## src/rtl/alu_issue_queue.sv

```systemverilog
// Issue queue in front of a combinational ALU: operations are queued in a FIFO,
// presented to the ALU for ALU_LAT cycles, and their results are held until accepted.
module alu_issue_queue #(
    parameter int DEPTH   = 4,
    parameter int ALU_LAT = 1
) (
    input  logic                     clk,
    input  logic                     rst_n,
    input  logic                     in_valid,
    output logic                     in_ready,
    input  logic [3:0]               in_a,
    input  logic [3:0]               in_b,
    input  logic [3:0]               in_opcode,
    output logic [3:0]               alu_a,
    output logic [3:0]               alu_b,
    output logic [3:0]               alu_opcode,
    input  logic [3:0]               alu_x,
    input  logic [3:0]               alu_y,
    output logic                     out_valid,
    input  logic                     out_ready,
    output logic [3:0]               out_x,
    output logic [3:0]               out_y,
    output logic [3:0]               out_opcode,
    output logic [$clog2(DEPTH):0]   count
);

    localparam int AW = $clog2(DEPTH);
    localparam int CW = AW + 1;
    localparam int LW = (ALU_LAT > 1) ? $clog2(ALU_LAT) : 1;

    localparam logic [CW-1:0] C_FULL   = CW'(DEPTH);
    localparam logic [CW-1:0] C_ONE    = CW'(1);
    localparam logic [AW-1:0] P_ONE    = AW'(1);
    localparam logic [LW-1:0] L_ONE    = LW'(1);
    localparam logic [LW-1:0] L_LAST   = LW'(ALU_LAT - 1);

    typedef enum logic [1:0] {
        IDLE,
        WAIT,
        HOLD
    } state_t;

    state_t          r_state;
    logic [11:0]     r_mem [DEPTH];
    logic [AW-1:0]   r_wrPtr;
    logic [AW-1:0]   r_rdPtr;
    logic [CW-1:0]   r_count;
    logic [LW-1:0]   r_latCnt;
    logic [3:0]      r_aluA;
    logic [3:0]      r_aluB;
    logic [3:0]      r_aluOp;
    logic            r_outValid;
    logic [3:0]      r_outX;
    logic [3:0]      r_outY;
    logic [3:0]      r_outOp;

    logic            w_inReady;
    logic            w_push;
    logic            w_notEmpty;
    logic            w_load;
    logic            w_capture;
    logic [11:0]     w_head;

    // Readiness comes only from the registered count, so a pop cannot make room the same cycle.
    assign w_inReady  = (r_count < C_FULL);
    assign w_push     = in_valid && w_inReady;
    assign w_notEmpty = (r_count != '0);
    assign w_load     = w_notEmpty && ((r_state == IDLE) || ((r_state == HOLD) && out_ready));
    assign w_capture  = (r_state == WAIT) && (r_latCnt == L_LAST);
    assign w_head     = r_mem[r_rdPtr];

    always_ff @(posedge clk) begin
        if (w_push) begin
            r_mem[r_wrPtr] <= {in_a, in_b, in_opcode};
        end
    end

    always_ff @(posedge clk or negedge rst_n) begin
        if (!rst_n) begin
            r_state    <= IDLE;
            r_wrPtr    <= '0;
            r_rdPtr    <= '0;
            r_count    <= '0;
            r_latCnt   <= '0;
            r_aluA     <= '0;
            r_aluB     <= '0;
            r_aluOp    <= '0;
            r_outValid <= 1'b0;
            r_outX     <= '0;
            r_outY     <= '0;
            r_outOp    <= '0;
        end else begin
            if (w_push) begin
                r_wrPtr <= r_wrPtr + P_ONE;
            end
            case ({w_push, w_load})
                2'b10:   r_count <= r_count + C_ONE;
                2'b01:   r_count <= r_count - C_ONE;
                default: r_count <= r_count;
            endcase

            // A load pops the head and restarts the latency count, from IDLE or an accepted HOLD.
            if (w_load) begin
                r_aluA   <= w_head[11:8];
                r_aluB   <= w_head[7:4];
                r_aluOp  <= w_head[3:0];
                r_rdPtr  <= r_rdPtr + P_ONE;
                r_latCnt <= '0;
            end

            case (r_state)
                IDLE: begin
                    if (w_load) begin
                        r_state <= WAIT;
                    end
                end
                WAIT: begin
                    if (w_capture) begin
                        r_outX     <= alu_x;
                        r_outY     <= alu_y;
                        r_outOp    <= r_aluOp;
                        r_outValid <= 1'b1;
                        r_state    <= HOLD;
                    end else begin
                        r_latCnt <= r_latCnt + L_ONE;
                    end
                end
                HOLD: begin
                    if (out_ready) begin
                        r_outValid <= 1'b0;
                        r_state    <= w_load ? WAIT : IDLE;
                    end
                end
                default: begin
                    r_state    <= IDLE;
                    r_outValid <= 1'b0;
                end
            endcase
        end
    end

    assign in_ready   = w_inReady;
    assign count      = r_count;
    assign alu_a      = r_aluA;
    assign alu_b      = r_aluB;
    assign alu_opcode = r_aluOp;
    assign out_valid  = r_outValid;
    assign out_x      = r_outX;
    assign out_y      = r_outY;
    assign out_opcode = r_outOp;

endmodule

```

## config.mk

```make
export PLATFORM = sky130hd
export DESIGN_NAME = alu_issue_queue
export DESIGN_NICKNAME = d
export VERILOG_FILES = /design/src/rtl/alu_issue_queue.sv
export SDC_FILE = /design/constraint.sdc
export NUM_CORES = 1
export LEC_CHECK = 0
export ABC_AREA = 1
export BUFFER_PORTS_ARGS = -buffer_cell sky130_fd_sc_hd__buf_2
export CAP_MARGIN = 20
export CORE_UTILIZATION = 55
export DETAILED_ROUTE_END_ITERATION = 10
export PLACE_DENSITY = 0.77
export SETUP_SLACK_MARGIN = 0.15
export SKIP_CTS_REPAIR_TIMING = 1
export SYNTH_ARGS = -nofsm -noshare
export SYNTH_HDL_FRONTEND = slang
export SYNTH_SLANG_ARGS = --single-unit
```

## constraint.sdc

```tcl
create_clock -name clk -period 2.6 [get_ports clk]
set_clock_uncertainty 0.05 [all_clocks]
set_input_delay 0.26 -clock clk [delete_from_list [all_inputs] [get_ports clk]]
set_output_delay 0.26 -clock clk [all_outputs]
set_load 0.005 [all_outputs]
```

# Yosys cells after proc, flatten, opt, wreduce, memory -nomap -nowiden
# Memory sizes are Yosys's and may differ from the RTL's. A register that Yosys moved wholly into a read port is not among the register bits.
# Cells that the tools add are included.
# op_classes
n_lt_le_gt_ge	1
mux	14
add_sub_neg	5
eq_ne	7
reduce_logical	12
n_bitwise	2
# ops
cell	n
$mux 1	8
$mux 2	3
$ne 2x2->1 const B	3
$pmux 2 s3	1
$pmux 3 s2	1
$reduce_and 3->1	2
$add 2x1->2 const B	2
$eq 2x1->1 const B	2
$eq 2x2->1 const B	2
$logic_and 1x1->1	4
$add 3x1->3 const B	1
$lt 3x3->1 const B	1
$pmux 1 s3	1
$reduce_bool 3->1	1
$sub 3x1->3 const B	1
$logic_not 2->1	1
$not 1->1	2
$reduce_and 2->1	1
$reduce_bool 2->1	1
$add 1x1->1 const B	1
$logic_not 1->1	1
$logic_or 1x1->1	1
# word_totals
mem_bits_rw	48
mem_count	1
reg_bits	23
wordCells	51
in_bits	24
output_inout_bits	29
# memory_table
name	depth	width	rd	rd_ports_with_merged_regs	write_ports	line	text
r_mem	4	12	1	1	1	44	logic [11:0] r_mem [DEPTH];

# Longest topological paths before layout
# Gate-level depths: netlist (run 1).
# logic_depth
word_depth	7
mapped_depth	12
mapped_depth_nobuf	11

# Worst setup path after synthesis (run 1)
# OpenSTA, ideal clock, no wires.
# synth_timing
kind	register to register
from	reg r_count[0], in the netlist count[0]
to	reg r_count[2], in the netlist count[2]
arrival_time_ns	1.694
required_time_ns	2.427
period_less_slack_ns	1.867
path_buffers	1
setup_slack_ns	0.733
path_stages_with_launch	12
path_cell_list	dfrtp_1 -> inv_2 -> nand3_2 -> inv_1 -> nor2_4 -> buf_6 -> ha_1 -> inv_1 -> fa_1 -> nand2_1 -> nand3_1 -> xor2_1
# synth_between
elab_chain_len	4
# synth_lines
item	line	text
from (decl)	47	logic [CW-1:0] r_count;
from (signal assigned)	97	2'b10: r_count <= r_count + C_ONE;
from (signal assigned)	98	2'b01: r_count <= r_count - C_ONE;
from (signal assigned)	99	default: r_count <= r_count;
$reduce_bool 3->1 (*)	67	assign w_notEmpty = (r_count != '0);
$logic_and 1x1->1 (*)	68	assign w_load = w_notEmpty && ((r_state == IDLE) || ((r_state == HOLD) && out_ready));
named net w_load	60	logic w_load;
$eq 2x1->1 or $eq 2x2->1 (tied branches)	96	case ({w_push, w_load})
$pmux 3 s2 or $reduce_bool 2->1 (tied branches)	n/a	
# The timed path passes the listed nets; every way through them passes the cells marked *.
# A chain may end at the register's enable or synchronous reset.

# Worst setup path after layout (run 1)
# layout_timing
from	reg r_state[1]
to	reg r_count[2], in the netlist count[2]
# layout_between
elab_chain_len	6
# layout_lines
item	line	text
from (decl)	43	state_t r_state;
from (signal assigned)	131	r_state <= w_load ? WAIT : IDLE;
$eq 2x2->1	68	
$logic_and 1x1->1	68	
$logic_or 1x1->1 (*)	68	
$logic_and 1x1->1 (*)	68	
$eq 2x1->1 or $eq 2x2->1 (tied branches)	96	
$pmux 3 s2 or $reduce_bool 2->1 (tied branches)	n/a	
# Mark *: on every way between the ends. The rest lies on a longest branch, timed or not.

==> summary.txt, run 1 <==
status: complete, no violations
final period utilization: 68.9%
DR iter-0 viols: 173
WL final: 6670 um
Die Y: 82.6 um
Max VDD drop: 0.603 mV
Hold Crit Depth: 1
clk buf depth: 2
Hold Slack: 60.8 ps
IO buf count: 52
Detail Route Antenna Nets: 0
CP Class: flop to flop
vias in the first global route: 2,223
most common cell after layout, fill and taps aside: nand2_1
layout cells sized above 1: 20.0%
Slew @ Worst Pin: 790 ps
Worst Hold Class: primary input to flop
Synth Instances: 363
CTS clk-pin slew, worst paths: 80 ps
CTS sink cnt: 83
drt wl/cell: 13.3 um
IO Pins: 53
number of vias per cell: 4.87
Tmin final: 1790 ps
# diodes: 0
Hold Fails Final Rpt: 0
Slew Viols, Final: 0
Max Clk Rate: 558 MHz
max_slew headroom: 47.3%
critical path required time: 2800 ps
die width: 82.6 um
Arrival @ worst endpoint: 1990 ps
Core ar.: 0.00610 mm^2
FF+latch count, synth: 83
post-synthesis cell type count: 21
row count: 28
dpl hpwl: 4310 um
DR vias: 2,442
mapped cell area: 0.00357 mm^2
CTS Buf Count: 9
peak fanout along the critical path: 4
Seq/Total Area, Yosys: 64.9%
pre-CTS WS: 827 ps
grt ovf: 0
setup ws final: 809 ps
Worst-Skew Late Latency: 360 ps
Starting Density: 58.6%
crit start category: flop
htree depth: 3
Sum Neg Setup Slack: 0 ps
syn_area_per_cell: 9.83 um^2
reg2reg path depth: 9
Final nets: 451
die area: 0.00682 mm^2
Area Overhead vs Synth: 14.4%
largest net degree at the start of global routing: 36
placed instance area: 0.00389 mm^2
Critical Path Sink Type: flop
unrepaired setup endpoints after global routing: no
most frequent cells in the layout: nand2_1, inv_1, buf_2
initial antenna violation count: 0
gr usage total: 21.8%
first-pass GRT wire length: 10,500 um
CTS Root Cell: clkbuf_8
Yosys Warn Count: 0
final instance area: 0.00408 mm^2
First-pass DRT Iterations: 4
pwr/cell area: 1130 mW/mm^2
Syn Nets: 393
Placer Congestion: 0.728
Pleak: 2.10 nW
Residual DRC: 0
max cap viols: 0
Final setup viols: 0
CTS tree: built
## flip-flops by register name (all words and copies together) (netlist names)
register and count:
alu_a 4, alu_b 4, alu_opcode 4, count 3, out_opcode 4, out_valid 1, out_x 4, out_y 4
r_latCnt 1, r_mem 48, r_rdPtr 2, r_state 2, r_wrPtr 2
## worst paths after layout
check                               from       endpoint  slack (ps)
max                           r_state[1]       count[2]         810
min                         in_opcode[1]    r_mem[3][1]          60
max reg2reg                   r_state[1]       count[2]         810
min reg2reg                out_opcode[1]  out_opcode[1]         420
max in group asynchronous          rst_n       alu_b[3]        1530
min in group asynchronous          rst_n      out_valid         470
## critical path: stages, from the launching register on
cell     delay (ps)
dfrtp_1         450
inv_2            80
o21ai_2          70
nor2_4          110
ha_1            170
inv_1            60
fa_1            380
nand2_1          80
nand3_1          80
xor2_1          140
## stage by stage
step	total power [mW]	cells	util, %
floorplan	3.23	363	-
global placement	3.67	484	63.8
detailed placement	3.76	484	63.8
CTS	4.65	500	66.8
global route	5.00	501	67.0
finish	4.62	501	67.0
## final cells by class
class	count	area, um^2
timing repair buffer	59	315
sequential	83	2320
inverter	67	254
tap	75	93.8
fill	504	2010
clock inverter	6	56.3
clock buffer	10	128
multi-input combinational	201	918
## cells by family after synthesis
logic type | count (synthesis) | synth area share (%)
xor+xnor | 4 | 0.982
buf+inv | 79 | 9.36
flops | 83 | 64.9
compound gates | 5 | 0.806
fa+ha+maj | 6 | 2.31
simple gates | 186 | 21.6
## where the power goes
part	leakage [nW]	switching [mW]	internal [mW]	total [mW]
Sequential	0.865	0.240	1.78	2.02
Clock	0.0935	0.458	0.436	0.893
Combinational	1.14	1.07	0.635	1.70
Total	2.10	1.76	2.86	4.62
## cell usage after synthesis
master / number / area share [%]
buf_4: 3 / 0.63
buf_6: 2 / 0.63
nor2_4: 2 / 0.63
nand2_1: 137 / 14
nand2_2: 2 / 0.35
buf_2: 7 / 0.98
inv_1: 60 / 6.3
nand3_1: 38 / 5.3
ha_1: 5 / 1.8
dfrtp_1: 35 / 25
edfxtp_1: 48 / 40
inv_4: 1 / 0.18
nor2_1: 6 / 0.63
inv_2: 6 / 0.63
xor2_1: 3 / 0.74
o21ai_2: 1 / 0.25
fa_1: 1 / 0.56
o21ai_0: 2 / 0.28
xnor2_1: 1 / 0.25
a21oi_1: 2 / 0.28
nand3_2: 1 / 0.28
## per-layer routing
metal	part of all wire (%)	global-route usage [%]
met3	5.3	5.38
met5	0	0
met2	48	35.4
met1	45	27.9
met4	1.7	9.66
No activity file was read; power rests on OpenSTA's default activity.
==> run 2, diff against run 1 <==
- clock period: 2.6 -> 1.8 ns (I/O delays scaled with it)
==> run 2 against run 1 <==
Against the previous run: non-clock buffer count is 20 higher; maximum frequency is 3.1% higher; critical path depth stayed put; final cell count is 4.0% higher; sequential share of layout area is 2.9 points lower; combinational power is 64% higher; final area is 5.4% higher; setup slack worse by 750 ps; global-route usage is 0.30 points lower; wire length is 1.6% lower; utilization is 3.6 points higher; sequential power is 43% higher.
==> summary.txt, run 2 (synthesis gave the netlist of run 1 again) <==
placed instance area: 0.00394 mm^2 (was 0.00389 mm^2)
Slew Viols, Final: 0 (unchanged)
crit start category: flop (unchanged)
die area: 0.00682 mm^2 (unchanged)
number of vias per cell: 4.80 (was 4.87)
Most flops, register: r_mem (unchanged)
DR iter-0 viols: 112 (was 173)
worst-path cell chain: inv_2 > o21ai_4 > nor2_4 > ha_4 > inv_4 > fa_2 > nand2_2 > nand3_2 > xor2_1 (was inv_2 > o21ai_2 > nor2_4 > ha_1 > inv_1 > fa_1 > nand2_1 > nand3_1 > xor2_1)
Area Overhead vs Synth: 20.5% (was 14.4%)
drt wl/cell: 12.6 um (was 13.3 um)
layout cells sized above 1: 23.5% (was 20.0%)
Pleak: 2.17 nW (was 2.10 nW)
clk buf depth: 2 (unchanged)
critical path required time: 1990 ps (was 2800 ps)
WL final: 6560 um (was 6670 um)
Worst Hold Class: primary input to flop (unchanged)
Max VDD drop: 1.07 mV (was 0.603 mV)
Switching Share: 38.9% (was 38.2%)
most common cell after layout, fill and taps aside: nand2_1 (unchanged)
CTS Root Cell: clkbuf_8 (unchanged)
largest net degree at the start of global routing: 36 (unchanged)
unrepaired setup endpoints after global routing: yes (was no)
status: complete, no violations (unchanged)
DR vias: 2,502 (was 2,442)
dpl hpwl: 4180 um (was 4310 um)
Placer Congestion: 0.723 (was 0.728)
max cap viols: 0 (unchanged)
CTS clk-pin slew, worst paths: 80 ps (about the same)
initial antenna violation count: 0 (unchanged)
CTS Buf Count: 9 (unchanged)
Final setup viols: 0 (unchanged)
Detail Route Antenna Nets: 0 (unchanged)
Final Core Density: 70.6% (was 67.0%)
Comb pwr share: 40.4% (was 36.8%)
first-pass GRT wire length: 10,500 um (about the same)
die width: 82.6 um (unchanged)
Max Clk Rate: 576 MHz (was 558 MHz)
Die Y: 82.6 um (unchanged)
max incr delay on CP: 450 ps (about the same)
CTS tree: built (unchanged)
pwr/cell area: 1600 mW/mm^2 (was 1130 mW/mm^2)
htree depth: 3 (unchanged)
peak fanout along the critical path: 4 (unchanged)
Final nets: 471 (was 451)
Critical Path Sink Type: flop (unchanged)
clock network power share: 17.8% (was 19.3%)
P_int: 4.21 mW (was 2.86 mW)
Largest register FFs: 48 (unchanged)
gr usage total: 21.5% (was 21.8%)
row count: 28 (unchanged)
P_sw: 2.68 mW (was 1.76 mW)
Hold Fails Final Rpt: 0 (unchanged)
max_slew headroom: 65.1% (was 47.3%)
IO Pins: 53 (unchanged)
grt ovf: 0 (unchanged)
slowest CP cell: dfrtp_2 (was dfrtp_1)
vias in the first global route: 2,331 (was 2,223)
Starting Density: 58.6% (unchanged)
Arrival @ worst endpoint: 1930 ps (was 1990 ps)
Tmin final: 1740 ps (was 1790 ps)
Flop pwr share: 41.8% (was 43.8%)
final instance area: 0.00430 mm^2 (was 0.00408 mm^2)
CP Class: flop to flop (unchanged)
Core ar.: 0.00610 mm^2 (unchanged)
IO buf count: 52 (unchanged)
Worst-Skew Late Latency: 350 ps (was 360 ps)
Buf+Inv Stages, Crit Path: 2 (unchanged)
Residual DRC: 0 (unchanged)
final period utilization: 96.5% (was 68.9%)
# diodes: 0 (unchanged)
most frequent cells in the layout: nand2_1, inv_1, buf_2 (unchanged)
First-pass DRT Iterations: 4 (unchanged)
Layout fillers: 467 (was 504)
Slew @ Worst Pin: 523 ps (was 790 ps)
Crit path max-delay family: adder cells (unchanged)
CTS sink cnt: 83 (unchanged)
[run 2: final timing paths]
path	slack (ps)	depth (start not counted)	from	to
worst max-delay path	60	9	r_state[1]	count[2]
worst min-delay path	10	3	alu_y[1]	out_y[1]
worst max register to register	60	9	r_state[1]	count[2]
worst min register to register	420	2	out_x[2]	out_x[2]
max in group asynchronous	1010	3	rst_n	r_state[1]
min in group asynchronous	340	3	rst_n	r_latCnt
[run 2: per-layer routing]
metal | share of wire [%] | vias to the layer above | wire length [um] | GRT usage (%)
li1 | - | 1270 | - | -
met5 | 0 | - | 0 | 0
met3 | 5.0 | 10 | 331 | 6.04
met1 | 45 | 1150 | 2930 | 25.4
met2 | 48 | 72 | 3170 | 36.4
met4 | 2.0 | 0 | 128 | 10.2
[run 2: layout make-up]
type	instances	area, um^2	area share, %
Clock buffer	9	124	2.88
Clock inverter	7	58.8	1.37
Inverter	67	256	5.96
Multi-Input combinational cell	201	955	22.2
Sequential cell	83	2320	53.9
Tap cell	75	93.8	2.18
Timing Repair Buffer	79	495	11.5
[run 2: power by group through the flow]
stage	sequential, mW	clock [mW]	combinational [mW]
after floorplan	2.90	0	1.82
after global placement	2.90	0	2.51
after detailed placement	2.92	0	2.60
after CTS	2.88	1.25	2.60
after global routing	2.96	1.32	3.20
final	2.88	1.23	2.78
[run 2: metrics by stage]
step	TNS [ps]	std cells	setup slack (ps)	hold WS (ps)	power, mW
after floorplan	0	363	5.44	-166	4.72
after global placement	0	489	153	193	5.41
after detailed placement	0	489	114	199	5.51
after CTS	0	505	105	-192	6.74
after global routing	-2.94	521	-2.94	20.0	7.48
final	0	521	63.0	13.3	6.88
[run 2: worst reg2reg max path, stage by stage (launching register included)]
cell	delay, ps
dfrtp_2	450
inv_2	90
o21ai_4	60
nor2_4	140
ha_4	160
inv_4	30
fa_2	360
nand2_2	80
nand3_2	60
xor2_1	150
==> run 3, diff against run 2 <==
==> constraint.sdc (replaced) <==
create_clock -name clk -period 1.8 [get_ports clk]
set_clock_uncertainty 0.05 [all_clocks]
set_input_delay 0.45 -clock clk [delete_from_list [all_inputs] [get_ports clk]]
set_output_delay 0.45 -clock clk [all_outputs]
set_load 0.005 [all_outputs]
==> run 3 against run 2 <==
Against the previous run: first-iteration DRC count rose by 13%; clock power rose by 5%; power rose by 0.62%; sequential power barely moved; register-to-register slack improved by 60 ps; largest power group unchanged; largest cell class unchanged.
==> summary.txt, run 3 (synthesis gave the netlist of run 1 again) <==
status: complete, no violations (unchanged)
Final Core Density: 68.9% (was 70.6%)
largest net degree at the start of global routing: 26 (was 36)
final instance area: 0.00420 mm^2 (was 0.00430 mm^2)
worst-path cell chain: inv_2 > nand3_4 > inv_4 > nor2_4 > ha_4 > inv_4 > fa_2 > inv_1 > nand2_1 > nand3_2 > xor2_1 (was inv_2 > o21ai_4 > nor2_4 > ha_4 > inv_4 > fa_2 > nand2_2 > nand3_2 > xor2_1)
die area: 0.00682 mm^2 (unchanged)
Cells after DPL: 490 (was 489)
Slew @ Worst Pin: 530 ps (was 523 ps)
Worst Setup EP: count[2] (unchanged)
reg2reg path depth: 11 (was 9)
first-pass GRT wire length: 10,200 um (was 10,500 um)
Detail Route Antenna Nets: 0 (unchanged)
crit start category: flop (unchanged)
pre-CTS WS: 71.0 ps (was 114 ps)
CP startpoint: count[0] (was r_state[1])
critical path's most frequent cell: inv_4
Max VDD drop: 1.04 mV (was 1.07 mV)
max incr delay on CP: 390 ps (was 450 ps)
Reg2Reg Setup Slack: 120 ps (was 60 ps)
row count: 28 (unchanged)
Final nets: 461 (was 471)
Hold Fails Final Rpt: 0 (unchanged)
dpl hpwl: 4320 um (was 4180 um)
Crit path max-delay family: adder cells (unchanged)
htree depth: 3 (unchanged)
layout cells sized above 1: 23.9% (was 23.5%)
reg2reg end: count[2] (unchanged)
drt wl/cell: 12.9 um (was 12.6 um)
Arrival @ worst endpoint: 1890 ps (was 1930 ps)
Critical Path Sink Type: flop (unchanged)
Worst Hold Class: primary input to asynchronous set/reset pin (was primary input to flop)
Placer Congestion: 0.756 (was 0.723)
WL final: 6590 um (was 6560 um)
peak fanout along the critical path: 3 (was 4)
max cap viols: 0 (unchanged)
Tmin final: 1680 ps (was 1740 ps)
slowest CP cell: dfrtp_1 (was dfrtp_2)
max_slew headroom: 64.7% (was 65.1%)
DR vias: 2,464 (was 2,502)
most common cell after layout, fill and taps aside: nand2_1 (unchanged)
setup ws final: 123 ps (was 63.0 ps)
final period utilization: 93.2% (was 96.5%)
worst reg2reg startpoint: count[0] (was r_state[1])
Final setup viols: 0 (unchanged)
DR iter-0 viols: 126 (was 112)
critical path required time: 2020 ps (was 1990 ps)
initial antenna violation count: 0 (unchanged)
number of vias per cell: 4.82 (was 4.80)
Core ar.: 0.00610 mm^2 (unchanged)
IO Pins: 53 (unchanged)
CTS clk-pin slew, worst paths: 80 ps (about the same)
Finished Layout Cells: 511 (was 521)
pwr/cell area: 1650 mW/mm^2 (was 1600 mW/mm^2)
Sum Neg Setup Slack: 0 ps (unchanged)
IO buf count: 52 (unchanged)
critical path depth: 11 (was 9)
First-pass DRT Iterations: 5 (was 4)
clk buf depth: 2 (unchanged)
Worst-Skew Late Latency: 340 ps (was 350 ps)
Pleak: 2.14 nW (was 2.17 nW)
Die Y: 82.6 um (unchanged)
Slew Viols, Final: 0 (unchanged)
CTS sink cnt: 83 (unchanged)
gr usage total: 21.1% (was 21.5%)
die width: 82.6 um (unchanged)
Residual DRC: 0 (unchanged)
CTS tree: built (unchanged)
Largest register FFs: 48 (unchanged)
most frequent cells in the layout: nand2_1, inv_1, buf_2 (unchanged)
# diodes: 0 (unchanged)
unrepaired setup endpoints after global routing: yes (unchanged)
vias in the first global route: 2,246 (was 2,331)
Starting Density: 58.6% (unchanged)
placed instance area: 0.00395 mm^2 (was 0.00394 mm^2)
CTS Buf Count: 9 (unchanged)
Most flops, register: r_mem (unchanged)
Buf+Inv Stages, Crit Path: 4 (was 2)
Area Overhead vs Synth: 17.6% (was 20.5%)
grt ovf: 0 (unchanged)
CTS Root Cell: clkbuf_8 (unchanged)
Max Clk Rate: 596 MHz (was 576 MHz)
CP Class: flop to flop (unchanged)
[run 3: power by group]
| part | switching, mW | total (mW) | internal, mW | leakage, nW |
|---|---|---|---|---|
| clock network | 0.649 | 1.29 | 0.641 | 0.0927 |
| registers | 0.292 | 2.87 | 2.58 | 0.864 |
| logic | 1.67 | 2.76 | 1.09 | 1.19 |
| total | 2.61 | 6.93 | 4.31 | 2.14 |
[run 3: per-stage QoR]
stage               power, mW  hold WS [ps]
floorplan                4.72           104
global placement         5.40           398
detailed placement       5.52           403
CTS                      6.83          35.0
global route             7.52          61.6
finish                   6.93          31.2
[run 3: final cells by class]
cell class,instances,area (um^2)
Inverter,67,259
Sequential cell,83,2320
Multi-Input combinational cell,201,948
Timing Repair Buffer,69,388
Tap cell,75,93.8
Fill cell,474,1900
Clock inverter,6,63.8
Clock buffer,10,128
[run 3: per-layer routing]
layer	share of wire, %	GRT usage, %	routed length, um	vias to the layer above
met2	50	37.0	3300	68
met3	6.1	3.74	400	2
met4	0.38	8.79	25	0
met5	0	0	0	-
li1	-	-	-	1252
met1	43	25.6	2860	1142
[run 3: worst min-delay path by stage]
stage | startpoint | slack (ps) | depth (start not counted) | end
3_3_place_gp | out_y[2] | 400 | 2 | out_y[2]
4_1_cts | rst_n | 30 | 1 | r_state[1]
2_1_floorplan | rst_n | 100 | 0 | alu_a[0]
6_report | rst_n | 30 | 1 | out_x[0]
3_5_place_dp | out_y[2] | 400 | 2 | out_y[2]
5_1_grt | rst_n | 60 | 1 | r_wrPtr[0]
[run 3: worst reg2reg max path, cell delays in order, from the launching register on]
cell     delay [ps]
dfrtp_1         390
inv_2            70
nand3_4          80
inv_4            40
nor2_4          110
ha_4            160
inv_4            30
fa_2            340
inv_1            60
nand2_1          60
nand3_2          80
xor2_1          140
